==> config.mk <==
export PLATFORM = sky130hd
export DESIGN_NAME = perf_counter_sampler_flat
export DESIGN_NICKNAME = d
export VERILOG_FILES = /design/src/rtl/perf_counter_sampler_if.sv /design/src/rtl/perf_counter_sampler.sv /design/src/flat_wrapper.sv
export SDC_FILE = /design/constraint.sdc
export NUM_CORES = 1
export LEC_CHECK = 0
export ABC_AREA = 0
export BUFFER_PORTS_ARGS = -buffer_cell sky130_fd_sc_hd__buf_2
export CAP_MARGIN = 25
export CORE_MARGIN = 5
export CORE_UTILIZATION = 57
export CTS_CLUSTER_DIAMETER = 100
export CTS_CLUSTER_SIZE = 14
export DETAILED_ROUTE_END_ITERATION = 16
export PLACE_DENSITY = 0.87
export SLEW_MARGIN = 5
export SYNTH_ARGS = -nofsm -noshare
export SYNTH_HDL_FRONTEND = slang
export SYNTH_SLANG_ARGS = --single-unit
export TNS_END_PERCENT = 100
==> constraint.sdc <==
create_clock -name clk_i -period 4.6 [get_ports clk_i]
set_clock_uncertainty 0.15 [all_clocks]
set_input_delay 0.92 -clock clk_i [delete_from_list [all_inputs] [get_ports clk_i]]
set_output_delay 0.92 -clock clk_i [all_outputs]
set_load 0.02 [all_outputs]
==> src/rtl/perf_counter_sampler_if.sv <==
// Counter-port (addr/we/data) and sample-stream signals for perf_counter_sampler.
// master: the sampler side; slave: the counter bank plus the trace sink.
interface perf_counter_sampler_if;
  logic        bus_req_o;
  logic        bus_gnt_i;
  logic [4:0]  addr_o;
  logic        we_o;
  logic [63:0] wdata_o;
  logic [63:0] rdata_i;
  logic        sample_valid_o;
  logic        sample_ready_i;
  logic [63:0] sample_data_o;
  logic [4:0]  sample_idx_o;
  logic [15:0] sample_epoch_o;
  logic        sample_last_o;
  logic [7:0]  sample_core_o;

  modport master (
    output bus_req_o, addr_o, we_o, wdata_o,
    output sample_valid_o, sample_data_o, sample_idx_o, sample_epoch_o,
    output sample_last_o, sample_core_o,
    input  bus_gnt_i, rdata_i, sample_ready_i
  );

  modport slave (
    input  bus_req_o, addr_o, we_o, wdata_o,
    input  sample_valid_o, sample_data_o, sample_idx_o, sample_epoch_o,
    input  sample_last_o, sample_core_o,
    output bus_gnt_i, rdata_i, sample_ready_i
  );
endinterface

==> src/rtl/perf_counter_sampler.sv <==
// Periodic/triggered perf-counter sampler: reads a counter window into a FIFO drained by a stream.
// Optional read-and-clear of each counter on its beat: define PERF_SAMPLER_CLEAR_EN.
module perf_counter_sampler #(
  parameter int unsigned CORE_ADDR  = 1,
  parameter int unsigned FIRST_IDX  = 0,
  parameter int unsigned NUM_CNT    = 14,
  parameter int unsigned INTERVAL   = 1024,
  parameter int unsigned FIFO_DEPTH = 4
) (
  input  logic                   clk_i,
  input  logic                   rst_ni,
  input  logic                   enable_i,
  input  logic                   trigger_i,
  input  logic                   debug_mode_i,
  perf_counter_sampler_if.master bus,
  output logic                   overrun_o,
  output logic                   busy_o
);
  localparam int unsigned TW = $clog2(INTERVAL);
  localparam int unsigned PW = $clog2(FIFO_DEPTH);

  typedef enum logic {IDLE, READ} state_t;

  typedef struct packed {
    logic [63:0] data;
    logic [4:0]  idx;
    logic [15:0] epoch;
    logic        last;
  } sample_t;

  logic [TW-1:0] timer;
  logic          tick;
  state_t        state;
  logic [4:0]    idx;
  logic [15:0]   epoch;
  logic [4:0]    addr;
  logic          beat;
  logic          last_beat;

  sample_t       mem [FIFO_DEPTH];
  logic [PW:0]   wptr;
  logic [PW:0]   rptr;
  logic          full;
  logic          empty;
  logic          pop;
  sample_t       head;

  assign tick      = enable_i && !debug_mode_i && (timer == TW'(INTERVAL - 1));
  assign addr      = 5'(FIRST_IDX) + idx;
  assign last_beat = (idx == 5'(NUM_CNT - 1));
  assign empty     = (wptr == rptr);
  assign full      = (wptr[PW-1:0] == rptr[PW-1:0]) && (wptr[PW] != rptr[PW]);
  // Capacity is judged before any same-cycle pop, so a full FIFO stalls the beat.
  assign beat      = (state == READ) && bus.bus_gnt_i && !full;
  assign pop       = !empty && bus.sample_ready_i;

  always_ff @(posedge clk_i) begin
    if (!rst_ni) begin
      timer <= '0;
    end else if (!enable_i) begin
      timer <= '0;
    end else if (!debug_mode_i) begin
      timer <= tick ? '0 : timer + TW'(1);
    end
  end

  always_ff @(posedge clk_i) begin
    if (!rst_ni) begin
      state     <= IDLE;
      idx       <= '0;
      epoch     <= '0;
      overrun_o <= 1'b0;
    end else begin
      case (state)
        IDLE: begin
          if (tick || trigger_i) begin
            state <= READ;
            idx   <= '0;
          end
        end
        READ: begin
          if (beat) begin
            if (last_beat) begin
              state <= IDLE;
              idx   <= '0;
              epoch <= epoch + 16'd1;
            end else begin
              idx <= idx + 5'd1;
            end
          end
        end
        default: state <= IDLE;
      endcase
      // Disabling wins over a request dropped in the same cycle.
      if (!enable_i) begin
        overrun_o <= 1'b0;
      end else if ((state == READ) && (tick || trigger_i)) begin
        overrun_o <= 1'b1;
      end
    end
  end

  always_ff @(posedge clk_i) begin
    if (!rst_ni) begin
      wptr <= '0;
      rptr <= '0;
    end else begin
      if (beat) begin
        mem[wptr[PW-1:0]] <= '{data: bus.rdata_i, idx: addr, epoch: epoch, last: last_beat};
        wptr              <= wptr + (PW+1)'(1);
      end
      if (pop) begin
        rptr <= rptr + (PW+1)'(1);
      end
    end
  end

  assign head = mem[rptr[PW-1:0]];

  // Sample fields are forced to zero while empty so stale storage never leaks out.
  always_comb begin
    bus.sample_valid_o = !empty;
    bus.sample_data_o  = '0;
    bus.sample_idx_o   = '0;
    bus.sample_epoch_o = '0;
    bus.sample_last_o  = 1'b0;
    bus.sample_core_o  = '0;
    if (!empty) begin
      bus.sample_data_o  = head.data;
      bus.sample_idx_o   = head.idx;
      bus.sample_epoch_o = head.epoch;
      bus.sample_last_o  = head.last;
      bus.sample_core_o  = 8'(CORE_ADDR);
    end
  end

  assign bus.bus_req_o = (state == READ);
  assign bus.addr_o    = (state == READ) ? addr : '0;
  assign bus.wdata_o   = '0;
  assign busy_o        = (state == READ);

`ifdef PERF_SAMPLER_CLEAR_EN
  assign bus.we_o = beat;
`else
  assign bus.we_o = 1'b0;
`endif

endmodule

==> src/flat_wrapper.sv <==
// flat-port wrapper written by rule: the top's interface ports become plain ports
module perf_counter_sampler_flat 
#(
  parameter int unsigned CORE_ADDR  = 1,
  parameter int unsigned FIRST_IDX  = 0,
  parameter int unsigned NUM_CNT    = 14,
  parameter int unsigned INTERVAL   = 1024,
  parameter int unsigned FIFO_DEPTH = 4
)
  (clk_i, rst_ni, enable_i, trigger_i, debug_mode_i, overrun_o, busy_o, bus_bus_req_o, bus_addr_o, bus_we_o, bus_wdata_o, bus_sample_valid_o, bus_sample_data_o, bus_sample_idx_o, bus_sample_epoch_o, bus_sample_last_o, bus_sample_core_o, bus_bus_gnt_i, bus_rdata_i, bus_sample_ready_i);
  perf_counter_sampler_if bus_i ();
  input  logic clk_i;
  input  logic rst_ni;
  input  logic enable_i;
  input  logic trigger_i;
  input  logic debug_mode_i;
  output logic overrun_o;
  output logic busy_o;
  output wire logic [$bits(bus_i.bus_req_o)-1:0] bus_bus_req_o;
  output wire logic [$bits(bus_i.addr_o)-1:0] bus_addr_o;
  output wire logic [$bits(bus_i.we_o)-1:0] bus_we_o;
  output wire logic [$bits(bus_i.wdata_o)-1:0] bus_wdata_o;
  output wire logic [$bits(bus_i.sample_valid_o)-1:0] bus_sample_valid_o;
  output wire logic [$bits(bus_i.sample_data_o)-1:0] bus_sample_data_o;
  output wire logic [$bits(bus_i.sample_idx_o)-1:0] bus_sample_idx_o;
  output wire logic [$bits(bus_i.sample_epoch_o)-1:0] bus_sample_epoch_o;
  output wire logic [$bits(bus_i.sample_last_o)-1:0] bus_sample_last_o;
  output wire logic [$bits(bus_i.sample_core_o)-1:0] bus_sample_core_o;
  input wire logic [$bits(bus_i.bus_gnt_i)-1:0] bus_bus_gnt_i;
  input wire logic [$bits(bus_i.rdata_i)-1:0] bus_rdata_i;
  input wire logic [$bits(bus_i.sample_ready_i)-1:0] bus_sample_ready_i;
  assign bus_bus_req_o = bus_i.bus_req_o;
  assign bus_addr_o = bus_i.addr_o;
  assign bus_we_o = bus_i.we_o;
  assign bus_wdata_o = bus_i.wdata_o;
  assign bus_sample_valid_o = bus_i.sample_valid_o;
  assign bus_sample_data_o = bus_i.sample_data_o;
  assign bus_sample_idx_o = bus_i.sample_idx_o;
  assign bus_sample_epoch_o = bus_i.sample_epoch_o;
  assign bus_sample_last_o = bus_i.sample_last_o;
  assign bus_sample_core_o = bus_i.sample_core_o;
  assign bus_i.bus_gnt_i = bus_bus_gnt_i;
  assign bus_i.rdata_i = bus_rdata_i;
  assign bus_i.sample_ready_i = bus_sample_ready_i;
  perf_counter_sampler #(.CORE_ADDR(CORE_ADDR), .FIRST_IDX(FIRST_IDX), .NUM_CNT(NUM_CNT), .INTERVAL(INTERVAL), .FIFO_DEPTH(FIFO_DEPTH)) u_core (.clk_i(clk_i), .rst_ni(rst_ni), .enable_i(enable_i), .trigger_i(trigger_i), .debug_mode_i(debug_mode_i), .bus(bus_i), .overrun_o(overrun_o), .busy_o(busy_o));
endmodule
---- Word-level counts from Yosys, hierarchy flattened ----
Memories as Yosys holds them, arrays and structs flattened. A register that Yosys moved wholly into a read port is not among the register bits.
Cells that the tools add are included.
cells by class
  muxes and demuxes ....................... 20
  bitwise logic cells ..................... 1
  reductions and logical operators ........ 14
  $add $sub $neg .......................... 5
  eq/ne operators ......................... 7
operators with widths
  cell                                                                      count
  64-bit two-way mux                                                        1
  5-bit two-way mux                                                         5
  16-bit by 1-bit adder with 16-bit output (second input constant)          1
  16-bit two-way mux                                                        1
  10-bit by 1-bit adder with 10-bit output (second input constant)          1
  10-bit equality test (second input constant)                              1
  10-bit two-way mux                                                        1
  5-bit one-hot mux with 2 select lines                                     1
  1-bit two-way mux                                                         8
  1-bit logical AND                                                         7
  3-bit by 1-bit adder with 3-bit output (second input constant)            2
  5-bit by 1-bit adder with 5-bit output (second input constant)            1
  5-bit by 4-bit equality test with 1-bit output (second input constant)    1
  2-bit two-way mux                                                         2
  2-bit AND reduction                                                       2
  3-bit equality test                                                       1
  1-bit zero test                                                           3
  3-bit AND reduction                                                       1
  2-bit equality test                                                       1
  2-bit by 1-bit inequality test with 1-bit output (second input constant)  1
  2-bit inequality test (second input constant)                             1
  1-bit one-hot mux with 2 select lines                                     1
  1-bit logical OR                                                          1
  1-bit inequality test                                                     1
  1-bit NOT                                                                 1
storage, ports and cells
  output and inout bits ................... 168
  logic and storage cells ................. 55
  bits in registers ....................... 39
  memories ................................ 1
  bits of input ports ..................... 71
  bits in writable memories ............... 344
memories
  memory      depth  bits a word  read ports  clocked after Yosys merged registers in  write ports  line                        text
  u_core.mem  4      86           1           1                                        1            perf_counter_sampler.sv:40  sample_t mem [FIFO_DEPTH];

---- Depth between registers and ports, before layout ----
Gate-level depths: netlist of run 1.
  depth after elaboration ................. 7
  depth in mapped cells ................... 8

---- Worst setup path after synthesis of run 1 ----
No wires, ideal clock.
  path type ............................... in2reg
  start ................................... input rst_ni
  end ..................................... memory u_core.mem[1][0] in the netlist's numbering, enable pin
  slack ................................... 432 ps
  arrival ................................. 3563 ps
  stages on the path ...................... 3
  data required time ...................... 3995 ps
  cell sequence ........................... clkbuf_1 > clkbuf_1 > and3_1
between the ends
  word-level cells in the longest chain between the ends .. 2
RTL lines
  element                                  line                         text
  start, declared                          flat_wrapper.sv:13           input logic rst_ni;
  1-bit two-way mux                        perf_counter_sampler.sv:104  if (!rst_ni) begin
  1-bit two-way mux (not written as such)  perf_counter_sampler.sv:109  mem[wptr[PW-1:0]] <= '{data: bus.rdata_i, idx: addr, epoch: epoch, last: last_beat};
  end, declared                            perf_counter_sampler.sv:40
Every way passes these cells.

---- Worst setup path in the final report of run 1 ----
  start ................................... register u_core.wptr[0]
  end ..................................... output bus_sample_data_o[11]
between the ends
  word-level cells in the longest chain between the ends .. 2
RTL lines
  element                 line                         text
  start, declared         perf_counter_sampler.sv:41   logic [PW:0] wptr;
  start signal, assigned  perf_counter_sampler.sv:110  wptr <= wptr + (PW+1)'(1);
  3-bit equality test     perf_counter_sampler.sv:51   assign empty = (wptr == rptr);
  64-bit two-way mux      perf_counter_sampler.sv:128  if (!empty) begin
  end, declared           flat_wrapper.sv:24           output wire logic [$bits(bus_i.sample_data_o)-1:0] bus_sample_data_o;
Every way passes these cells.

==> parameters.txt, run 1 <==
Parameter                              Value

Timing
  Sum of negative setup slack    0 ns
  Final Hold Violating Endpoints    0
  Slew @ Worst Pin    1.02 ns
  Period Utilization, post-route    82.4%
  Max-slew violations    0
  Normalized max-slew margin    31.4%
  Unrepaired setup endpoints after global routing    no
  Post-layout min period    between 3 and 4 ns
  Highest clock rate    ~260 MHz
  Setup-failing EPs final    0

Global routing
  Via count of the first global-routing pass    just over 8000
  Pin count of the biggest net entering global routing    between 80 and 90
  Number of antenna violations at the first check in global routing    5
  Grt total ovfl    0
  All-layer global routing usage    around 20%
  Global-route wire length before repair    around 49000 um

Detailed routing
  Total vias in the final route    between 8000 and 9000
  First-pass iteration count of the detailed router    5
  Number of nets with antenna violations after routing    0
  First DRT Iteration DRCs    820
  Routed wire length    approximately 33000 um
  Total DRC errors in the routed layout    0
  Drt via density    just under 6
  Wirelength per Cell    between 20 and 25 um

Pwr
  Power density normalized to cell area    between 400 and 500 nW/um^2
  IR drop worst, VDD    0.287 mV
  Pwr Total    between 7000 and 8000 uW
  Static Leakage    0.00615 uW

Place
  Post-DP Area    approximately 17000 um^2
  Weighted congestion reported at the end of routability-driven placement    0.797
  HPWL after detailed placement    19400 um
  Count of input and output buffers    between 150 and 200
  Number of placed instances, taps included    about 1300

Worst setup path
  Delay of the slowest cell on the worst path    ~0.67 ns
  Critical Path AT    between 2 and 3 ns
  Endpoint required time on the critical path    between 3 and 4 ns
  Top delay family on crit path    simple AND/OR/NAND/NOR gates
  Worst path slowest cell    sky130_fd_sc_hd__nand3_4
  Critical path fanouts, max    88
  Classification of the worst setup path    reg -> out
  Critical path, cell by cell    xnor2_1 -> nand3_4 -> and2_1 -> buf_2
  CP Launch Type    flip-flop
  Type of element capturing the critical path    output pin
  Buffers plus inverters on the worst setup path    1

Clock network
  Maximum root-to-sink buffer count    3
  Clk slew on worst S/H paths    approximately 0.07 ns
  Num CTS Buffers    31
  CTS Hold Buffers Added    0
  Buffer count from post-CTS setup fixing    0
  Insertion delay of the later-clocked pin in the worst-skew pair    ~0.56 ns
  Buffer cell driving the clock tree root    sky130_fd_sc_hd__clkbuf_16
  TritonCTS clock tree    yes
  Level count of the clock H-tree    1
  Count of cells resized by post-cts repair    0
  Number of clock sinks    around 390

Final layout
  Finished Layout Cells    about 1400
  Share of cells above drive strength 1    slightly below 30%
  Cell area after layout    17500 um^2
  Final core utilization    between 60% and 70%
  Nets    1113
  Area growth, synth to finish    12.1%

Synth
  Register area share after synthesis    a little under three quarters
  Mean Syn Cell Area    between 15 and 20 um^2
  Mapped cell area    15600 um^2
  Number of enable flip-flop cells after synthesis    about 340
  Flip-flop and latch count after synthesis    a little under 400
  Synth Instances    863
  Count of synthesis-stage warnings from yosys    0
  Number of distinct library cells after synthesis    46
  Primary flip-flop cell chosen by synthesis mapping    sky130_fd_sc_hd__edfxtp_1
  Async set-or-reset flop fraction in the synthesized netlist    0%

Floorplanning
  Initial Utilization    between 50 and 60%
  Die ar.    slightly above 30000 um^2
  Placeable core region    about 27000 um^2
  Vertical extent of the die    175 um
  Site Rows    60
  Top-Level Pins    approximately 240
  Die W    roughly 180 um

Flow run
  Max Cap Violations    0

Hold path
  Worst min-delay path category    reg -> reg

Run status
  Run status    complete, no violations
## kinds of logic after synthesis
| group | synth area share [%] |
|---|---|
| flip-flops | 71.6 |
| AND/OR/NAND/NOR | 7.19 |
| buffers and inverters | 4.90 |
| multiplexers | 13.1 |
| AO/OA/AOI/OAI | 1.43 |
| XOR/XNOR | 0.956 |
| adder cells (fa/ha/maj) | 0.723 |
| other | 0.0241 |
## final timing paths
kind                                                 endpoint  depth (start not counted)                           from  slack [ns]
worst min-delay path            u_core.overrun_o$_SDFFE_PN0P_                          2  u_core.overrun_o$_SDFFE_PN0P_        0.30
worst max register to register    u_core.mem[2][34]$_DFFE_PP_                          5    u_core.wptr[0]$_SDFFE_PN0P_        1.65
worst max-delay path                    bus_sample_data_o[11]                          4    u_core.wptr[0]$_SDFFE_PN0P_        0.81
worst min register to register  u_core.overrun_o$_SDFFE_PN0P_                          2  u_core.overrun_o$_SDFFE_PN0P_        0.30
## layout by cell type, fill, tap and decap left out, types with 3 or more instances in the layout
master	Yosys	layout
sky130_fd_sc_hd__dfxtp_1	41	39
sky130_fd_sc_hd__a21oi_1	12	12
sky130_fd_sc_hd__xnor2_1	9	9
sky130_fd_sc_hd__inv_1	10	10
sky130_fd_sc_hd__o21ai_0	4	4
sky130_fd_sc_hd__conb_1	1	72
sky130_fd_sc_hd__and4_1	4	4
sky130_fd_sc_hd__nor2_1	18	18
sky130_fd_sc_hd__ha_1	9	9
sky130_fd_sc_hd__xor2_1	8	8
sky130_fd_sc_hd__nand3_1	14	13
sky130_fd_sc_hd__and3_4	0	4
sky130_fd_sc_hd__clkbuf_1	28	25
sky130_fd_sc_hd__buf_2	10	167
sky130_fd_sc_hd__nand2b_1	8	8
sky130_fd_sc_hd__buf_12	0	5
sky130_fd_sc_hd__nand4_1	5	5
sky130_fd_sc_hd__clkbuf_16	0	31
sky130_fd_sc_hd__o22ai_1	3	3
sky130_fd_sc_hd__and2_1	93	93
sky130_fd_sc_hd__mux4_2	86	86
sky130_fd_sc_hd__or4_1	3	3
sky130_fd_sc_hd__nor4_1	7	7
sky130_fd_sc_hd__o31ai_1	4	4
sky130_fd_sc_hd__edfxtp_1	344	344
sky130_fd_sc_hd__nand2_1	28	28
sky130_fd_sc_hd__mux2i_1	11	11
sky130_fd_sc_hd__buf_4	74	8
sky130_fd_sc_hd__diode_2	0	3
## routing by layer
metal	up-vias	global-route usage, %	wire [um]
li1	3527	-	-
met5	-	0	25
met2	387	34.5	16800
met1	4125	27.4	12200
met3	56	3.90	2650
met4	4	6.81	877
## power breakdown
part | internal, uW | total, uW | leakage, uW | switching (uW)
Clock | 1270 | 2400 | 0.000416 | 1140
Sequential | 3830 | 3870 | 0.00354 | 44.3
Combinational | 382 | 949 | 0.00219 | 567
## stage by stage
step                hold WS (ns)  worst slack (ns)
floorplan                  0.302             0.432
global placement           0.284              1.23
global route               0.357             0.550
finish                     0.304             0.809
CTS                        0.306             0.758
detailed placement         0.294              1.10
## worst register-to-register path, cell delays in order, from the launching register on
cell                      delay [ns]
sky130_fd_sc_hd__dfxtp_1        0.47
sky130_fd_sc_hd__xnor2_1        0.21
sky130_fd_sc_hd__a31oi_1        0.47
sky130_fd_sc_hd__buf_2          0.28
sky130_fd_sc_hd__and3_4         0.63
sky130_fd_sc_hd__buf_4          0.40
## cell type report
cell class | count | area (um^2)
Timing Repair Buffer | 180 | 996
Sequential cell | 385 | 11200
Antenna cell | 3 | 7.51
Clock buffer | 56 | 870
Clock inverter | 1 | 8.76
Tap cell | 341 | 427
Fill cell | 1740 | 9490
Multi-Input combinational cell | 425 | 3950
Inverter | 10 | 37.5
## registers in the layout (all words and copies together), names as in the netlist, named ones only
signal	flops
u_core.overrun_o	1
u_core.timer	10
u_core.mem	344
u_core.rptr	3
u_core.wptr	3
u_core.epoch	16
u_core.idx	5
u_core.bus.bus_req_o	1
## Yosys cell counts, types with 6 or more instances
cell type | count | area (um^2)
sky130_fd_sc_hd__nand3_1 | 14 | 70.1
sky130_fd_sc_hd__nor2_1 | 18 | 67.6
sky130_fd_sc_hd__and2_1 | 93 | 582
sky130_fd_sc_hd__ha_1 | 9 | 113
sky130_fd_sc_hd__a21oi_1 | 12 | 60.1
sky130_fd_sc_hd__edfxtp_1 | 344 | 10300
sky130_fd_sc_hd__xnor2_1 | 9 | 78.8
sky130_fd_sc_hd__nand2b_1 | 8 | 50.1
sky130_fd_sc_hd__buf_2 | 10 | 50.1
sky130_fd_sc_hd__and3_1 | 6 | 37.5
sky130_fd_sc_hd__inv_1 | 10 | 37.5
sky130_fd_sc_hd__mux2i_1 | 11 | 110
sky130_fd_sc_hd__mux4_2 | 86 | 1940
sky130_fd_sc_hd__dfxtp_1 | 41 | 821
sky130_fd_sc_hd__nor4_1 | 7 | 43.8
sky130_fd_sc_hd__clkbuf_1 | 28 | 105
sky130_fd_sc_hd__nand2_1 | 28 | 105
sky130_fd_sc_hd__buf_4 | 74 | 556
sky130_fd_sc_hd__xor2_1 | 8 | 70.1
Note: power is estimated with default switching activity, not from simulation.
==> inputs of run 2 (changes only) <==
--- a/config.mk
+++ b/config.mk
@@ -5,7 +5,7 @@
 export SDC_FILE = /design/constraint.sdc
 export NUM_CORES = 1
 export LEC_CHECK = 0
-export ABC_AREA = 0
+export ABC_AREA = 1
 export BUFFER_PORTS_ARGS = -buffer_cell sky130_fd_sc_hd__buf_2
 export CAP_MARGIN = 25
 export CORE_MARGIN = 5
==> constraint.sdc (replaced) <==
create_clock -name clk_i -period 3.56 [get_ports clk_i]
set_clock_uncertainty 0.15 [all_clocks]
set_input_delay 0.712 -clock clk_i [delete_from_list [all_inputs] [get_ports clk_i]]
set_output_delay 0.712 -clock clk_i [all_outputs]
set_load 0.02 [all_outputs]
==> run 2 against run 1 <==
Utilization down 0.52 points. Clock power up 29%. Hold slack worse by 0.077 ns. Setup slack worse by 0.66 ns. Routed wire length up 5.4%. Flip-flop and latch count unchanged. Combinational power up 110%. Clock-buffer cell count unchanged. Critical endpoint is now bus_sample_epoch_o[7]. Largest power group unchanged.
==> parameters.txt, run 2 <==
Parameter                              Value

Final layout
  Flip-flop count of the largest register, all copies and words added    344 (unchanged)
  Final core utilization    64.3% (-0.52 points)
  Sequential cell area    11200 um^2 (unchanged)
  Nets    1662 (+49%)
  Leading cell types in the layout, fill and taps excluded    sky130_fd_sc_hd__edfxtp_1 (344), sky130_fd_sc_hd__nor2_1 (295), sky130_fd_sc_hd__nand2_1 (183)
  Commonest non-fill, non-tap cell in the layout    sky130_fd_sc_hd__edfxtp_1
  Area growth, synth to finish    11.8%
  Finished Layout Cells    1993 (+42%)
  Area of the multi-input gates    4080 um^2 (+3.3%)
  Share of cells above drive strength 1    16.9% (-12 points)
  Cell area after layout    18300 um^2 (+5.1%)
  Filler instances    2077 (+19%)

Synth
  Largest family of logic cells by synthesized area    simple AND/OR/NAND/NOR gates
  Number of enable flip-flop cells after synthesis    344 (unchanged)
  Register area share after synthesis    68.0% (-3.6 points)
  Mapped cell area    16400 um^2 (+5.3%)
  Cell taking the most area after synthesis    sky130_fd_sc_hd__edfxtp_1
  Post-synthesis share of cell area spent on full adders, half adders and majority gates    0.687% (-0.037 points)
  Top-count cell post-synth    sky130_fd_sc_hd__edfxtp_1
  Post-synthesis xor/xnor area fraction    0.748% (-0.21 points)
  Multiplexer area fraction after synthesis    0% (-13 points)
  Number of distinct library cells after synthesis    38 (-17%)
  Cells taking the most area after synthesis    sky130_fd_sc_hd__edfxtp_1 (63%), sky130_fd_sc_hd__nor2_1 (6.8%), sky130_fd_sc_hd__dfxtp_1 (5.0%)
  Async set-or-reset flop fraction in the synthesized netlist    0% (unchanged)
  Complex-gate fraction of the synthesized area    8.80% (+7.4 points)
  Cell types with the highest counts after synthesis    sky130_fd_sc_hd__edfxtp_1 (344), sky130_fd_sc_hd__nor2_1 (299), sky130_fd_sc_hd__nand2_1 (183)
  Mean Syn Cell Area    11.5 um^2 (-36%)
  Count of synthesis-stage warnings from yosys    0 (unchanged)
  Primary flip-flop cell chosen by synthesis mapping    sky130_fd_sc_hd__edfxtp_1
  Proportion of netlist area held by the largest area contributor    63.0% (-3.4 points)
  Post-synthesis share of cell area spent on and, or, nand and nor gates    12.8% (+5.6 points)
  Synth Instances    1427 (+65%)
  Flip-flop and latch count after synthesis    385 (unchanged)

Clock network
  Num CTS Buffers    31 (unchanged)
  CTS Hold Buffers Added    0 (unchanged)
  Level count of the clock H-tree    1 (unchanged)
  TritonCTS clock tree    yes
  Clk slew on worst S/H paths    0.07 ns (about the same)
  Number of clock sinks    385 (unchanged)
  Buffer cell driving the clock tree root    sky130_fd_sc_hd__clkbuf_16
  Insertion delay of the later-clocked pin in the worst-skew pair    0.55 ns (about the same)
  Maximum root-to-sink buffer count    3 (unchanged)

Worst setup path
  Endpoint required time on the critical path    2.70 ns (-0.83 ns)
  Critical path fanouts, max    86 (-2.3%)
  Buffers plus inverters on the worst setup path    3 (+2)
  Critical Path AT    2.55 ns (-0.17 ns)
  Flop-to-flop setup slack    0.79 ns (-0.86 ns)
  Endpoint of the worst register-to-register path    u_core.mem[3][34]$_DFFE_PP_
  Critical path, cell by cell    buf_16 -> nor2_1 -> o32ai_1 -> nand2_1 -> inv_1 -> buf_2
  Worst path slowest cell    sky130_fd_sc_hd__dfxtp_4
  Critical R2R Launch    u_core.wptr[0]$_SDFFE_PN0P_
  Path length in cells of the critical path    6 (+2)
  Delay of the slowest cell on the worst path    0.64 ns (-0.03 ns)
  Number of cell instances on the worst register-to-register path    9 (+4)
  Capturing instance or port of the critical path    bus_sample_epoch_o[7]
  Type of element capturing the critical path    output pin
  Classification of the worst setup path    reg -> out
  CP Launch Type    flip-flop
  Top delay family on crit path    flip-flops

Hold path
  Worst min-delay path category    in -> reg

Timing
  Highest clock rate    roughly 290 MHz
  Max-slew violations    0 (unchanged)
  Unrepaired setup endpoints after global routing    no
  Normalized max-slew margin    47.3% (+16 points)
  Period Utilization, post-route    a little over nine tenths
  Final Hold Violating Endpoints    0 (unchanged)
  Post-layout min period    between 3 and 4 ns
  Setup-failing EPs final    0 (unchanged)
  Slew @ Worst Pin    0.785 ns (-0.237 ns)

Floorplanning
  Top-Level Pins    239 (unchanged)
  Vertical extent of the die    180 um (+2.5%)
  Site Rows    62 (+3.3%)
  Die W    180 um (+2.5%)
  Die ar.    32300 um^2 (+5.0%)
  Placeable core region    28500 um^2 (+5.9%)
  Initial Utilization    57.5% (-0.32 points)

Pwr
  Power density normalized to cell area    550 nW/um^2 (+33%)
  Sequential fraction of design power    49.9% (-3.7 points)
  Clock network fraction of design power    30.7% (-2.6 points)
  Total net switching power    2890 uW (+65%)
  Relative contribution of combinational cells to total power    19.4% (+6.3 points)
  IR drop worst, VDD    0.386 mV (+35%)
  Fraction of power spent switching nets    28.7% (+4.5 points)
  Pwr Total    10100 uW (+40%)
  Static Leakage    0.00721 uW (+17%)
  Internal power of the cells    7190 uW (+31%)

Detailed routing
  Routed wire length    34400 um (+5.4%)
  Total DRC errors in the routed layout    0 (unchanged)
  Total vias in the final route    10900 (+34%)
  First DRT Iteration DRCs    1094 (+33%)
  Drt via density    5.45 (-5.8%)
  Number of nets with antenna violations after routing    0 (unchanged)
  First-pass iteration count of the detailed router    5 (unchanged)
  Wirelength per Cell    17.3 um (-26%)

Global routing
  Global-route wire length before repair    54800 um (+13%)
  Number of antenna violations at the first check in global routing    4 (-1)
  Via count of the first global-routing pass    10600 (+30%)
  All-layer global routing usage    20.3% (-0.21 points)
  Pin count of the biggest net entering global routing    87 (-2.2%)
  Grt total ovfl    0 (unchanged)

Place
  HPWL after detailed placement    21400 um (+10%)
  Weighted congestion reported at the end of routability-driven placement    0.810 (+1.7%)
  Count of input and output buffers    166 (unchanged)
  Number of placed instances, taps included    1933 (+44%)
  Post-DP Area    17400 um^2 (+5.3%)

Flow run
  Max Cap Violations    0 (unchanged)

Run status
  Run status    complete, no violations
[run 2: changes by cell type in the layout (fill, tap and decap cells not counted), sizes merged, moves of 8 or more]
cell and change:
nand2b -8, nor2 +284, inv +118, o21ai +91
o32ai +85, mux2i -11, and2 -93, buf +17
nand2 +166, mux4 -86, a21oi +19
[run 2: kinds of logic after synthesis]
| group | count (synthesis) |
|---|---|
| AND/OR/NAND/NOR | 527 |
| other | 1 |
| buffers and inverters | 276 |
| AO/OA/AOI/OAI | 215 |
| XOR/XNOR | 14 |
| flip-flops | 385 |
| adder cells (fa/ha/maj) | 9 |
[run 2: area by class of cell]
class | instances | area share (%)
multi-input cells | 837 | 22.3
repair buffers | 197 | 6.75
well taps | 384 | 2.62
diodes | 3 | 0.0409
inverters | 130 | 2.72
clock inverters | 1 | 0.0477
clock buffers | 56 | 4.74
flip-flops and latches | 385 | 60.8
[run 2: how the worst min path moves through the flow]
stage,cells past startpoint,from,end
final,1,bus_rdata_i[52],u_core.mem[3][74]$_DFFE_PP_
after global routing,1,bus_rdata_i[61],u_core.mem[1][83]$_DFFE_PP_
after CTS,1,bus_rdata_i[56],u_core.mem[2][78]$_DFFE_PP_
after detailed placement,2,u_core.rptr[1]$_SDFFE_PN0P_,flip-flop
after global placement,2,u_core.overrun_o$_SDFFE_PN0P_,u_core.overrun_o$_SDFFE_PN0P_
after floorplan,2,u_core.rptr[1]$_SDFFE_PN0P_,flip-flop
[run 2: worst register-to-register path, delay by kind of cell (launching register included)]
kind,cells,cell delay [ns]
AND/OR/NAND/NOR,6,1.40
buffers and inverters,3,0.52
flip-flops,1,0.41
[run 2: routing by layer]
layer | share of wire, % | vias to the layer above | track usage [%]
met1 | 41 | 5227 | 27.6
li1 | - | 5086 | -
met3 | 8.0 | 53 | 3.80
met4 | 1.8 | 4 | 5.12
met2 | 49 | 488 | 34.2
met5 | 0.076 | - | 0
[run 2: repair_timing]
action	4_1_cts	5_1_grt
gates resized for setup	0	3
endpoints found under the setup margin	0	3
buffers inserted	0	0
hold endpoints to repair	0	0
[run 2: power groups by stage]
stage	clock [uW]	sequential (uW)	combinational, uW
6_report	3100	5030	1960
5_1_grt	3330	5040	2140
4_1_cts	3140	5030	1960
3_5_place_dp	0	5130	1950
3_3_place_gp	0	5120	1910
2_1_floorplan	0	5080	1450
[run 2: metrics by stage]
stage | hold slack (ns) | setup slack (ns) | setup TNS (ns)
6_report | 0.227 | 0.153 | 0
4_1_cts | 0.206 | 0.116 | 0
2_1_floorplan | 0.322 | -0.432 | -148.47
3_5_place_dp | 0.335 | 0.594 | 0
5_1_grt | 0.206 | 0.00192 | 0
3_3_place_gp | 0.306 | 0.634 | 0
==> inputs of run 3 (changes only) <==
--- a/config.mk
+++ b/config.mk
@@ -9,11 +9,11 @@
 export BUFFER_PORTS_ARGS = -buffer_cell sky130_fd_sc_hd__buf_2
 export CAP_MARGIN = 25
 export CORE_MARGIN = 5
-export CORE_UTILIZATION = 57
+export CORE_UTILIZATION = 52
 export CTS_CLUSTER_DIAMETER = 100
 export CTS_CLUSTER_SIZE = 14
 export DETAILED_ROUTE_END_ITERATION = 16
-export PLACE_DENSITY = 0.87
+export PLACE_DENSITY = 0.81
 export SLEW_MARGIN = 5
 export SYNTH_ARGS = -nofsm -noshare
 export SYNTH_HDL_FRONTEND = slang
==> run 3 against run 2 <==
Power decreased by 0.34%. Largest cell class unchanged. Critical endpoint is now bus_sample_data_o[4]. Routed wire length decreased by 4.0%. Sequential share of layout area increased by 0.40 points. Flip-flop and latch count unchanged. Clock-buffer cell count unchanged. Die area increased by 9.1%. Highest routed layer unchanged. Largest power group unchanged. Fmax increased by 3.3%. Via count decreased by 2.9%. Clock power about the same.
==> parameters.txt, run 3 (same netlist as run 2, synthesis figures left out) <==
Parameter                              Value

Run status
  Run status    complete, no violations

Worst setup path
  Worst path slowest cell    sky130_fd_sc_hd__dfxtp_4
  CP Launch Type    flip-flop
  Number of cell instances on the worst register-to-register path    9 (unchanged)
  Endpoint required time on the critical path    2.70 ns (about the same)
  Critical R2R Launch    u_core.wptr[1]$_SDFFE_PN0P_
  Critical path fanouts, max    55 (-36%)
  Type of element capturing the critical path    output pin
  Critical Path AT    2.44 ns (-0.11 ns)
  Critical path, cell by cell    inv_8 -> buf_4 -> nor2_1 -> o32ai_1 -> nand2_1 -> inv_1 -> buf_2
  Delay of the slowest cell on the worst path    0.49 ns (-0.15 ns)
  Classification of the worst setup path    reg -> out
  Flop-to-flop setup slack    0.96 ns (+0.17 ns)
  Endpoint of the worst register-to-register path    u_core.mem[2][54]$_DFFE_PP_

Pwr
  Total net switching power    2860 uW (-1.2%)
  Pwr Total    10100 uW (-0.34%)
  Static Leakage    0.00713 uW (-1.2%)
  Internal power of the cells    7200 uW (about the same)
  Power density normalized to cell area    552 nW/um^2 (+0.33%)
  Relative contribution of combinational cells to total power    19.2% (-0.2 points)
  Sequential fraction of design power    50.2% (+0.3 points)
  IR drop worst, VDD    0.315 mV (-18%)
  Fraction of power spent switching nets    28.4% (-0.26 points)
  Clock network fraction of design power    30.6% (about the same)

Place
  Weighted congestion reported at the end of routability-driven placement    0.784 (-3.2%)
  HPWL after detailed placement    19700 um (-8.0%)
  Count of input and output buffers    166 (unchanged)

Clock network
  Insertion delay of the later-clocked pin in the worst-skew pair    0.55 ns (about the same)
  Level count of the clock H-tree    1 (unchanged)
  Maximum root-to-sink buffer count    3 (unchanged)
  Number of clock sinks    385 (unchanged)
  Buffer cell driving the clock tree root    sky130_fd_sc_hd__clkbuf_16
  Buffer count from post-CTS setup fixing    0 (unchanged)
  TritonCTS clock tree    yes
  Clk slew on worst S/H paths    0.07 ns (about the same)
  Num CTS Buffers    31 (unchanged)

Detailed routing
  Routed wire length    33000 um (-4.0%)
  First-pass iteration count of the detailed router    5 (unchanged)
  Wirelength per Cell    16.5 um (-4.1%)
  Met3 layer wire length in the routed design    2630 um (-4.5%)
  Met1 layer wirelength in the final routing    13800 um (-2.5%)
  Total DRC errors in the routed layout    0 (unchanged)
  Drt via density    5.28 (-3.1%)
  Sum of met2 wire segment lengths after detailed routing    16200 um (-4.0%)
  Total vias in the final route    10500 (-2.9%)
  Top Layer Used    met5
  Number of nets with antenna violations after routing    0 (unchanged)
  First DRT Iteration DRCs    850 (-22%)

Timing
  Period Utilization, post-route    92.7% (-3.0 points)
  Smallest hold slack    0.224 ns (-0.00364 ns)
  Setup-failing EPs final    0 (unchanged)
  Unrepaired setup endpoints after global routing    no
  Post-layout min period    3.30 ns (-0.108 ns)
  Highest clock rate    303 MHz (+3.3%)
  Max-slew violations    0 (unchanged)
  Final Hold Violating Endpoints    0 (unchanged)
  Normalized max-slew margin    48.9% (+1.6 points)
  Slew @ Worst Pin    0.762 ns (-0.0232 ns)

Floorplanning
  Top-Level Pins    239 (unchanged)
  Die ar.    35200 um^2 (+9.1%)
  Site Rows    65 (+4.8%)
  Die W    188 um (+4.4%)
  Initial Utilization    52.4% (-5.1 points)
  Placeable core region    31300 um^2 (+9.7%)
  Vertical extent of the die    188 um (+4.4%)

Hold path
  Worst min-delay path startpoint    bus_rdata_i[43]
  Worst min-delay path category    in -> reg
  Worst min-delay path endpoint    u_core.mem[2][65]$_DFFE_PP_
  Number of cells on the worst hold path    1 (unchanged)

Global routing
  Number of antenna violations at the first check in global routing    4 (unchanged)
  Pin count of the biggest net entering global routing    87 (unchanged)
  All-layer global routing usage    18.2% (-2.1 points)
  Via count of the first global-routing pass    10300 (-3.5%)
  Grt total ovfl    0 (unchanged)
  Global-route wire length before repair    52900 um (-3.5%)

Final layout
  Share of cells above drive strength 1    16.1% (-0.73 points)
  Filler instances    2518 (+21%)
  Final core utilization    58.2% (-6.1 points)
  Commonest non-fill, non-tap cell in the layout    sky130_fd_sc_hd__edfxtp_1
  Leading cell types in the layout, fill and taps excluded    sky130_fd_sc_hd__edfxtp_1 (344), sky130_fd_sc_hd__nor2_1 (295), sky130_fd_sc_hd__nand2_1 (183)
  Area growth, synth to finish    11.1%
  Nets    1648 (-0.84%)
  Flip-flop count of the largest register, all copies and words added    344 (unchanged)

Flow run
  Max Cap Violations    0 (unchanged)
## run 3: cell count changes in the layout (fill, tap and decap cells not counted), sizes merged
cell,before,now
buf,197,183
diode,3,2
## run 3: worst max-delay path by stage
| stage | startpoint | end | slack (ns) | depth (start not counted) |
|---|---|---|---|---|
| after CTS | flip-flop | bus_sample_data_o[4] | 0.13 | 7 |
| after global placement | flip-flop | bus_sample_data_o[0] | 0.76 | 7 |
| after detailed placement | flip-flop | bus_sample_data_o[4] | 0.72 | 7 |
| after floorplan | bus_bus_gnt_i | u_core.mem[0][0]$_DFFE_PP_ | -0.43 | 6 |
| after global routing | flip-flop | bus_sample_data_o[0] | 0.05 | 7 |
| final | flip-flop | bus_sample_data_o[4] | 0.26 | 7 |
## run 3: power by group through the flow
| stage | Sequential [uW] | Combinational (uW) | Clock (uW) |
|---|---|---|---|
| 5_1_grt | 5050 | 2140 | 3350 |
| 4_1_cts | 5040 | 1960 | 3150 |
| 3_3_place_gp | 5140 | 1920 | 0 |
| 6_report | 5040 | 1930 | 3080 |
| 3_5_place_dp | 5140 | 1950 | 0 |
| 2_1_floorplan | 5080 | 1450 | 0 |
## run 3: cell type report
type                    count  area (um^2)  area share (%)
flip-flops and latches    385        11200            61.2
inverters                 130          499            2.74
clock inverters             1         8.76          0.0481
multi-input cells         837         4080            22.4
clock buffers              56          870            4.77
well taps                 402          503            2.76
repair buffers            183         1100            6.01
diodes                      2         5.00          0.0275
## run 3: timing repair
item,4_1_cts,5_1_grt
gates resized for setup,0,1
hold buffers,0,0
setup endpoints to repair,0,3
## run 3: routing by layer
| metal | up-vias | track usage [%] |
|---|---|---|
| met2 | 369 | 31.1 |
| met5 | - | 0 |
| met4 | 6 | 3.30 |
| li1 | 5046 | - |
| met1 | 5079 | 24.6 |
| met3 | 38 | 3.61 |
## run 3: per-stage QoR
step           setup WS [ns]  TNS [ns]  instance area [um^2]  std cells
6_report               0.260         0                 18200       1996
5_1_grt               0.0508         0                 18200       1995
4_1_cts                0.128         0                 18200       1994
3_5_place_dp           0.719         0                 17300       1937
3_3_place_gp           0.756         0                 17300       1937
2_1_floorplan         -0.432   -148.47                 16700       1498
## run 3: critical path: cells and delay by family, from the launching register on
family,cells,cell delay (ns)
AND/OR/NAND/NOR,2,0.18
buffers and inverters,4,0.89
AO/OA/AOI/OAI,1,0.29
flip-flops,1,0.49
